**src/rtl/fetch_sequencer.sv**
```systemverilog
// Fetch sequencer: owns the PC and the Start/Ack run handshake,
// redirects on Ctrl branches and keeps saturating run/branch counters.
module fetch_sequencer #(
  parameter int                PC_W      = 10,
  parameter int                IW        = 9,
  parameter logic [IW-1:0]     IDLE_INST = 9'h1FF,
  parameter int                CNT_W     = 16,
  parameter logic [PC_W-1:0]   START_PC  = '0
) (
  input  logic             Clk,
  input  logic             Reset,
  input  logic             Start,
  input  logic [IW-1:0]    InstIn,
  input  logic             BranchAbsEn,
  input  logic             BranchRelEn,
  input  logic             Flag,
  input  logic [PC_W-1:0]  Target,
  input  logic             HaltReq,
  output logic [PC_W-1:0]  InstAddr,
  output logic [IW-1:0]    ActiveInst,
  output logic             Running,
  output logic             Ack,
  output logic [CNT_W-1:0] CycleCount,
  output logic [CNT_W-1:0] BranchCount
);

  typedef enum logic [1:0] {
    IDLE,
    ARMED,
    RUN,
    DONE
  } state_t;

  localparam logic [PC_W-1:0]  PcOne  = 1;
  localparam logic [CNT_W-1:0] CntOne = 1;

  state_t           state, stateNxt;
  logic [PC_W-1:0]  pc, pcNxt;
  logic             ack, ackNxt;
  logic [CNT_W-1:0] cycCnt, cycNxt;
  logic [CNT_W-1:0] brCnt, brNxt;

  logic             takeAbs, takeRel;
  logic [CNT_W-1:0] cycInc, brInc;

  assign takeAbs = BranchAbsEn;
  assign takeRel = !BranchAbsEn && BranchRelEn && Flag;
  assign cycInc  = (&cycCnt) ? cycCnt : cycCnt + CntOne;
  assign brInc   = (&brCnt) ? brCnt : brCnt + CntOne;

  always_ff @(posedge Clk) begin
    if (Reset) begin
      state  <= IDLE;
      pc     <= START_PC;
      ack    <= 1'b0;
      cycCnt <= '0;
      brCnt  <= '0;
    end else begin
      state  <= stateNxt;
      pc     <= pcNxt;
      ack    <= ackNxt;
      cycCnt <= cycNxt;
      brCnt  <= brNxt;
    end
  end

  always_comb begin
    stateNxt = state;
    pcNxt    = pc;
    ackNxt   = ack;
    cycNxt   = cycCnt;
    brNxt    = brCnt;
    // Start from any state re-arms, so ARMED always shows START_PC.
    if (Start) begin
      stateNxt = ARMED;
      pcNxt    = START_PC;
      ackNxt   = 1'b0;
      cycNxt   = '0;
      brNxt    = '0;
    end else begin
      unique case (state)
        IDLE: begin
        end
        ARMED: begin
          stateNxt = RUN;
          pcNxt    = START_PC;
          ackNxt   = 1'b0;
          cycNxt   = '0;
          brNxt    = '0;
        end
        RUN: begin
          cycNxt = cycInc;
          if (HaltReq) begin
            stateNxt = DONE;
            ackNxt   = 1'b1;
          end else begin
            unique case (1'b1)
              takeAbs: begin
                pcNxt = Target;
                brNxt = brInc;
              end
              takeRel: begin
                pcNxt = pc + Target;
                brNxt = brInc;
              end
              default: pcNxt = pc + PcOne;
            endcase
          end
        end
        DONE: begin
        end
      endcase
    end
  end

  assign Running     = (state == RUN);
  assign ActiveInst  = Running ? InstIn : IDLE_INST;
  assign InstAddr    = pc;
  assign Ack         = ack;
  assign CycleCount  = cycCnt;
  assign BranchCount = brCnt;

endmodule
```
**config.mk**
```make
export PLATFORM = sky130hd
export DESIGN_NAME = fetch_sequencer
export DESIGN_NICKNAME = d
export VERILOG_FILES = /design/src/rtl/fetch_sequencer.sv
export SDC_FILE = /design/constraint.sdc
export NUM_CORES = 1
export LEC_CHECK = 0
export CAP_MARGIN = 10
export CORE_UTILIZATION = 30
export CTS_BUF_LIST = sky130_fd_sc_hd__clkbuf_16
export CTS_CLUSTER_SIZE = 40
export DETAILED_ROUTE_END_ITERATION = 16
export HOLD_SLACK_MARGIN = 0.12
export PLACE_DENSITY_LB_ADDON = 0.08
export SYNTH_ARGS = -nofsm -noshare
export SYNTH_HDL_FRONTEND = slang
export SYNTH_SLANG_ARGS = --single-unit
```
**constraint.sdc**
```tcl
create_clock -name Clk -period 5.9 [get_ports Clk]
set_clock_uncertainty 0.1 [all_clocks]
set_input_delay 1.18 -clock Clk [delete_from_list [all_inputs] [get_ports Clk]]
set_output_delay 1.18 -clock Clk [all_outputs]
set_load 0.02 [all_outputs]
```
==> results of run 1 <==
[Yosys cell counts (all sizes together), types with 4 or more instances]
master | count | area, µm²
a211oi | 6 | 45.0
a21oi | 20 | 100
a22oi | 9 | 67.6
and2 | 12 | 75.1
and3 | 10 | 62.6
and4 | 4 | 35.0
buf | 4 | 41.3
clkbuf | 14 | 52.6
dfxtp | 45 | 901
ha | 11 | 138
inv | 5 | 18.8
mux2i | 5 | 50.1
nand2 | 35 | 131
nand2b | 13 | 81.3
nand3 | 19 | 95.1
nand4 | 13 | 87.6
nor2 | 32 | 136
o211ai | 5 | 37.5
o21a | 5 | 37.5
o21ai | 21 | 109
o22ai | 5 | 31.3
o31ai | 4 | 30.0
or3 | 5 | 31.3
xor2 | 16 | 140
[per-layer routing]
metal / vias to the layer above / wire length, µm / part of all wire [%] / GRT usage, %
li1: 1439 / - / - / -
met1: 1312 / 3760 / 47 / 20.4
met2: 60 / 3890 / 49 / 30.0
met3: 2 / 266 / 3.3 / 2.60
met4: 0 / 29 / 0.36 / 4.19
met5: - / 0 / 0 / 0
[cells by family (layout without fill, tap and decap cells)]
group,count (synthesis),after routing,synth area share [%]
AND/OR/NAND/NOR,160,160,30.1
AO/OA/AOI/OAI,90,90,20.2
flip-flops,45,45,31.5
buffers and inverters,23,92,3.94
XOR/XNOR,19,19,5.82
adder cells (fa/ha/maj),12,12,5.51
multiplexers,8,8,2.93
[path summary, 6_finish.rpt]
kind / from / endpoint / slack, ns / cells after the start
setup / recovery: state[1]$_SDFFE_PP0P_ / Running / 2.04 / 3
hold / removal: BranchCount[5]$_SDFFE_PP0P_ / BranchCount[5]$_SDFFE_PP0P_ / 0.39 / 2
setup reg to reg: state[1]$_SDFFE_PP0P_ / BranchCount[8]$_SDFFE_PP0P_ / 3.16 / 4
hold reg to reg: BranchCount[5]$_SDFFE_PP0P_ / BranchCount[5]$_SDFFE_PP0P_ / 0.39 / 2
[power by group through the flow]
| stage | clock, mW | combinational [mW] | sequential, mW |
|---|---|---|---|
| final | 0.270 | 0.0626 | 0.307 |
| after global routing | 0.296 | 0.0684 | 0.307 |
| after CTS | 0.280 | 0.0639 | 0.307 |
| after detailed placement | 0 | 0.0637 | 0.314 |
| after global placement | 0 | 0.0635 | 0.314 |
| after floorplan | 0 | 0.0345 | 0.313 |
[registers in the layout, summed over array words and instances (netlist names)]
name,flops
state,2
CycleCount,16
Ack,1
InstAddr,10
BranchCount,16
[layout make-up]
class / count / share of cell area [%]
well taps: 129 / 4.19
clock inverters: 3 / 0.357
flip-flops and latches: 45 / 23.4
inverters: 5 / 0.487
multi-input cells: 289 / 47.9
repair buffers: 79 / 20.4
clock buffers: 5 / 3.24
[critical path: stages, from the launching register on]
cell             delay, ns
dfxtp_1               0.79
nand2b_1              0.36
inv_1                 0.46
clkdlybuf4s50_1       0.70
[metrics by stage]
step                      util (%)  hold slack [ns]
after floorplan                  -            0.449
after global placement        40.2            0.370
after detailed placement      40.2            0.379
after CTS                     41.7            0.388
after global routing          41.7            0.428
final                         41.7            0.390
==> reports/summary.txt, run 1 <==
Status - completed
WL per Instance - 14.3 µm
#FFs+latches synth - 45
Top FF cell, synth - dfxtp_1
Switching power - 0.152 mW
Syn nets - 395
CORE AREA - 9240 µm²
Reg area - 901 µm²
Die Width - 99.7 µm
Placed insts - 547
Register area share after synthesis - 31.5%
Initial drt markers - 93
Worst EP arrival - 2.58 ns
Port Buffer Count - 78
Filler instances - 933
Worst skew pair latency - 0.28 ns
RSZ-0062 raised after global routing - no
First-pass GRT wire length - 13.2 mm
Syn Area/Cell - 8.02 µm²
Starting Density - 31.0%
Die Span Y - 99.7 µm
Reg power frac - 48.0%
Layout cell share with drive strength beyond 1 - 4.46%
Htree depth - 2
Cts repair resizes - 0
Int Pwr - 0.488 mW
Final hold violations - 0
Distinct cells, synth - 52
Yosys warning count - 0
Netlist area before placement - 2860 µm²
Final Power - 0.640 mW
GRT overflow - 0
Worst path required time - 4.62 ns
DR DRC count - 0
Postcts setup bufs - 0
Fin. max-slew vios - 0
VDD IR max - 114 µV
Final Instance Count excl. Fillers - 555
Post-Place Setup Slack - 1.83 ns
Final cycle utilization of the critical path - 65.5%
Count of flip-flops with a built-in enable after synthesis - 0
Clock slew at reported path FFs - 0.06 ns
CTS tree - yes
Drt pass-1 iters - 4
Leakage power - 1.35 nW
Largest net degree at the start of global routing - 27
Initial antenna violation count - 0
CP endpoint kind - output pin
Max Fanout on Critical Path - 19
Clock root cell - clkbuf_16
Final instance area - 3860 µm²
Multi-input gate area - 1850 µm²
Antenna-violating nets left - 0
Die area - 9930 µm²
Gp weighted congestion - 0.846
Routed wire length - 7.95 mm
Final setup viols - 0
Power per cell area - 166 nW/µm²
Row cnt - 35
Setup ws final - 2.04 ns
Dpl cell area - 3720 µm²
CTS Buf Count - 5
Mapped Cells - 357
Vias/cell - 5.07
Switch share - 23.8%
I/O pin cnt - 79
Max_slew headroom - 39.9%
Worst Tran Pin Value - 0.902 ns
Area grow syn2layout - 34.8%
Commonest non-fill, non-tap cells in the layout - clkdlybuf4s50_1, dfxtp_1, nand2_1, nor2_1
Logic pwr share - 9.8%
Final #Nets - 463
CP Launch Type - flop
Post-layout min period - 3.86 ns
Max Cap Viol - 0
Vias - 2,813
Min-Delay Path Class - reg2reg
Commonest non-fill, non-tap cell in the layout - clkdlybuf4s50_1
Async SR Flop Fraction - 0%
Max Clk Rate - 0.259 GHz
Number of antenna diodes - 0
TNS Setup - 0 ns
Clock sink count - 45
Vias in the first global route - 2,668
Clock share of power - 42.2%
Cts hold-fix bufs - 0
Dpl hpwl - 5.87 mm
GRT Total Usage - 16.6%
Clock Tree Buf Depth - 2
Critical path class - reg2out
Power figures use the tool's default switching activity.
==> inputs of run 2 (changes only) <==
==> constraint.sdc (replaced) <==
create_clock -name Clk -period 3.7 [get_ports Clk]
set_clock_uncertainty 0.1 [all_clocks]
set_input_delay 0.74 -clock Clk [delete_from_list [all_inputs] [get_ports Clk]]
set_output_delay 0.74 -clock Clk [all_outputs]
set_load 0.02 [all_outputs]
==> run 2 against run 1 <==
Net effect:
- die area did not move
- cell area increased by 2.5%
- cell count is 1.1% higher
- count of clock-buffer cells in the layout is the same
- core utilization grew 1.0 points
- sequential share of layout area fell by 0.57 points
- register-to-register slack worse by 1.7 ns
- first-iteration DRC count increased by 22%
- via count up 2.8%
- wire length is 2.8% higher
- clock power increased by 110%
- worst hold slack gained 0.0045 ns
==> reports/summary.txt, run 2 (synthesized netlist as in run 1, its figures left out) <==
Min-Delay Path Class - reg2reg
Gp weighted congestion - 0.829
Vias - 2,892
Crit path from - BranchAbsEn
Layout cell share with drive strength beyond 1 - 6.02%
TNS Setup - 0 ns
GRT Total Usage - 17.0%
Clock slew at reported path FFs - 0.07 ns
Worst Tran Pin Value - 0.861 ns
Fin. max-slew vios - 0
Switching power - 0.248 mW
WL per Instance - 14.6 µm
Starting Density - 31.0%
Htree depth - 2
First-pass GRT wire length - 13.4 mm
Vias/cell - 5.16
Final hold violations - 0
Port Buffer Count - 78
Max_slew headroom - 42.1%
Row cnt - 35
Leakage power - 1.39 nW
Clock share of power - 49.1%
CORE AREA - 9240 µm²
Post-Place Setup Slack - 0.230 ns
Drt pass-1 iters - 4
Commonest non-fill, non-tap cell in the layout - clkdlybuf4s50_1
Final instance area - 3950 µm²
Routed wire length - 8.18 mm
CP Launch Type - input port
Reg power frac - 41.7%
Antenna-violating nets left - 0
Max Clk Rate - 0.317 GHz
Critical path class - in2reg
Commonest non-fill, non-tap cells in the layout - clkdlybuf4s50_1, dfxtp_1, nand2_1, nor2_1
Hold Path Origin - BranchCount[5]$_SDFFE_PP0P_
Setup ws final - 0.546 ns
Worst EP arrival - 3.20 ns
Clock sink count - 45
Reg-to-reg startpoint - CycleCount[0]$_SDFFE_PP0P_
Final cycle utilization of the critical path - 85.2%
Cts hold-fix bufs - 0
Logic pwr share - 9.2%
Die area - 9930 µm²
CTS Buf Count - 5
RSZ-0062 raised after global routing - no
Postcts setup bufs - 0
I/O pin cnt - 79
Dpl hpwl - 5.93 mm
Clock Tree Buf Depth - 2
Area grow syn2layout - 38.1%
Final setup viols - 0
Post-layout min period - 3.15 ns
Die Width - 99.7 µm
VDD IR max - 187 µV
Initial antenna violation count - 0
Final #Nets - 469
Worst path required time - 3.75 ns
Worst R2R Setup Slack - 1.45 ns
Number of antenna diodes - 0
Max Cap Viol - 0
CP endpoint kind - flop
GRT overflow - 0
Cts repair resizes - 0
Status - completed
Vias in the first global route - 2,670
Dpl cell area - 3760 µm²
Initial drt markers - 113
Die Span Y - 99.7 µm
CTS tree - yes
Clock root cell - clkbuf_16
Max Fanout on Critical Path - 10
Switch share - 21.2%
Int Pwr - 0.922 mW
Worst skew pair latency - 0.28 ns
Power per cell area - 296 nW/µm²
DR DRC count - 0
Largest net degree at the start of global routing - 26
run 2: changes by cell type in the layout (fill, tap and decap cells not counted), sizes merged:
cell	delta
buf	+6
clkinv	-1
inv	-1
bufinv	+2
run 2: stage by stage:
stage | std cells | utilization, % | power, mW | hold slack [ns]
final | 561 | 42.8 | 1.17 | 0.394
after global routing | 561 | 42.8 | 1.22 | 0.424
after CTS | 561 | 42.8 | 1.19 | 0.391
after detailed placement | 553 | 40.7 | 0.608 | 0.383
after global placement | 553 | 40.7 | 0.608 | 0.372
after floorplan | 357 | - | 0.554 | 0.449
run 2: path summary, 6_finish.rpt:
kind | end | cells past startpoint
hold reg to reg | BranchCount[5]$_SDFFE_PP0P_ | 2
setup / recovery | InstAddr[6]$_SDFFE_PP0P_ | 10
setup reg to reg | CycleCount[0]$_SDFFE_PP0P_ | 6
hold / removal | BranchCount[5]$_SDFFE_PP0P_ | 2
run 2: layout make-up:
class | instances | area [µm²]
Clock inverter | 3 | 65.1
Tap cell | 129 | 161
Multi-Input combinational cell | 289 | 1850
Inverter | 5 | 18.8
Fill cell | 939 | 5290
Sequential cell | 45 | 901
Clock buffer | 5 | 125
Timing Repair Buffer | 85 | 833
run 2: critical path, stage by stage:
cell and delay (ns):
clkdlybuf4s50_1 0.44, and3b_1 0.44, nand2b_1 0.11, ha_1 0.21, fa_1 0.43, a211oi_1 0.26, o21bai_1 0.14, a21oi_1 0.18
xor2_1 0.17, o22ai_1 0.09
run 2: power by group through the flow:
stage | Combinational, mW | Sequential, mW | Clock, mW
final | 0.108 | 0.487 | 0.574
after global routing | 0.119 | 0.487 | 0.612
after CTS | 0.110 | 0.487 | 0.595
after detailed placement | 0.109 | 0.499 | 0
after global placement | 0.109 | 0.498 | 0
after floorplan | 0.0550 | 0.499 | 0
run 2: routing by layer:
layer | vias up | routed length, µm | GRT usage, %
li1 | 1452 | - | -
met1 | 1369 | 3890 | 22.2
met2 | 66 | 3930 | 29.7
met3 | 5 | 293 | 2.04
met4 | 0 | 56 | 4.07
met5 | - | 0 | 0
==> inputs of run 3 (changes only) <==
--- a/config.mk
+++ b/config.mk
@@ -6,12 +6,14 @@
 export NUM_CORES = 1
 export LEC_CHECK = 0
 export CAP_MARGIN = 10
-export CORE_UTILIZATION = 30
+export CORE_UTILIZATION = 28
 export CTS_BUF_LIST = sky130_fd_sc_hd__clkbuf_16
+export CTS_CLUSTER_DIAMETER = 60
 export CTS_CLUSTER_SIZE = 40
 export DETAILED_ROUTE_END_ITERATION = 16
 export HOLD_SLACK_MARGIN = 0.12
 export PLACE_DENSITY_LB_ADDON = 0.08
+export RECOVER_POWER = 100
 export SYNTH_ARGS = -nofsm -noshare
 export SYNTH_HDL_FRONTEND = slang
 export SYNTH_SLANG_ARGS = --single-unit
==> run 3 against run 2 <==
Net effect:
- the run now ends with max-capacitance violations left
- maximum frequency decreased by 4.1%
- cell count is 0.53% higher
- core utilization down 3.3 points
- critical path type unchanged
==> reports/summary.txt, run 3 (synthesized netlist as in run 1, its figures left out) <==
Worst EP arrival - 3.29 ns
Initial drt markers - 71
Critical path's slowest cell - dlygate4sd3_1
GRT Total Usage - 16.1%
Biggest cell delay along the critical path - 0.55 ns
Antenna-violating nets left - 0
Status - finished, violations left
RSZ-0062 raised after global routing - no
Dpl cell area - 3760 µm²
Initial antenna violation count - 0
Final #Nets - 468
Hold Path Origin - BranchCount[5]$_SDFFE_PP0P_
Row cnt - 36
Gp weighted congestion - 0.796
Worst R2R Setup Slack - 0.74 ns
CP Cell Sequence - dlygate4sd3_1 -> and3b_1 -> nand2b_1 -> ha_1 -> fa_1 -> a211oi_1 -> o21bai_1 -> a21oi_1 -> xor2_1 -> o22ai_1
Min-Delay Path Class - reg2reg
Commonest non-fill, non-tap cell in the layout - dlygate4sd3_1
CORE AREA - 9820 µm²
Final hold violations - 0
Power per cell area - 265 nW/µm²
Clock root cell - clkbuf_16
Worst path required time - 3.70 ns
Worst skew pair latency - 0.28 ns
Vias/cell - 4.99
I/O pin cnt - 79
Post-layout min period - 3.29 ns
VDD IR max - 145 µV
Routed wire length - 8.26 mm
Final instance area - 3870 µm²
WL per Instance - 14.7 µm
Failing checks - max-capacitance violations
Max Fanout on Critical Path - 10
CP Launch Type - input port
Layout cell share with drive strength beyond 1 - 4.64%
Die area - 10,600 µm²
Die Width - 103 µm
Max Cap Viol - 1
Max_slew headroom - 0.243%
Cts repair resizes - 0
Final Power - 1.03 mW
Clock Tree Buf Depth - 2
Port Buffer Count - 78
Fin. max-slew vios - 0
R2R Path End - BranchCount[15]$_SDFFE_PP0P_
Drt pass-1 iters - 4
Area grow syn2layout - 35.4%
Clock slew at reported path FFs - 0.06 ns
Clock sink count - 45
Critical path class - in2reg
Starting Density - 29.1%
GRT overflow - 0
Cts hold-fix bufs - 0
R2R cell count - 6
Die Span Y - 103 µm
Vias - 2,817
Postcts setup bufs - 0
Hold Crit Depth - 2
CP endpoint kind - flop
Final setup viols - 0
CTS Buf Count - 5
Reg-to-reg startpoint - state[0]$_SDFFE_PP0P_
TNS Setup - 0 ns
Worst Hold Path EP - BranchCount[5]$_SDFFE_PP0P_
Largest net degree at the start of global routing - 26
Number of antenna diodes - 0
Commonest non-fill, non-tap cells in the layout - dlygate4sd3_1, dfxtp_1, nand2_1, nor2_1, clkdlybuf4s50_1
Max Clk Rate - 0.304 GHz
DR DRC count - 0
Worst Tran Pin Value - 1.50 ns
Leakage power - 1.48 nW
Dpl hpwl - 6.07 mm
Final cycle utilization of the critical path - 88.9%
Vias in the first global route - 2,618
CTS tree - yes
First-pass GRT wire length - 13.2 mm
Htree depth - 2
run 3: critical path, delay by kind of cell:
kind / cells / cell delay [ns]
AO/OA/AOI/OAI: 4 / 0.66
XOR/XNOR: 1 / 0.17
adder cells (fa/ha/maj): 2 / 0.64
buffers and inverters: 1 / 0.55
AND/OR/NAND/NOR: 2 / 0.54
run 3: per-stage QoR:
stage,std cells,utilization [%],setup WS [ns],hold slack (ns)
finish,564,39.5,0.412,0.393
global route,564,39.5,0.175,0.441
CTS,564,39.7,0.529,0.401
detailed placement,556,38.3,0.237,0.388
global placement,556,38.3,0.268,0.385
floorplan,357,-,0.727,0.449
run 3: per-layer routing:
layer	track usage [%]	wire, µm
met1	21.0	3980
met2	28.0	4020
met3	2.71	221
met4	3.03	40
met5	0	0
run 3: power breakdown:
part,leakage (nW),internal (mW),total (mW),switching (mW)
Sequential,0.363,0.486,0.487,0.00141
Clock,0.0748,0.246,0.436,0.190
Combinational,1.04,0.0461,0.103,0.0569
Total,1.48,0.778,1.03,0.249
run 3: worst max-delay path by stage:
stage	depth (start not counted)	endpoint	start	slack, ns
after floorplan	11	InstAddr[6]$_SDFFE_PP0P_	BranchAbsEn	0.73
after global placement	10	InstAddr[6]$_SDFFE_PP0P_	BranchRelEn	0.27
after detailed placement	10	InstAddr[8]$_SDFFE_PP0P_	BranchRelEn	0.24
after CTS	10	InstAddr[8]$_SDFFE_PP0P_	BranchRelEn	0.53
after global routing	10	InstAddr[6]$_SDFFE_PP0P_	BranchAbsEn	0.17
final	10	InstAddr[6]$_SDFFE_PP0P_	BranchAbsEn	0.41
run 3: final cells by class:
cell class / instances / area (µm²)
fillers: 1056 / 5940
multi-input cells: 289 / 1830
flip-flops and latches: 45 / 901
repair buffers: 84 / 818
well taps: 133 / 166
clock buffers: 5 / 125
inverters: 5 / 18.8
clock inverters: 3 / 13.8
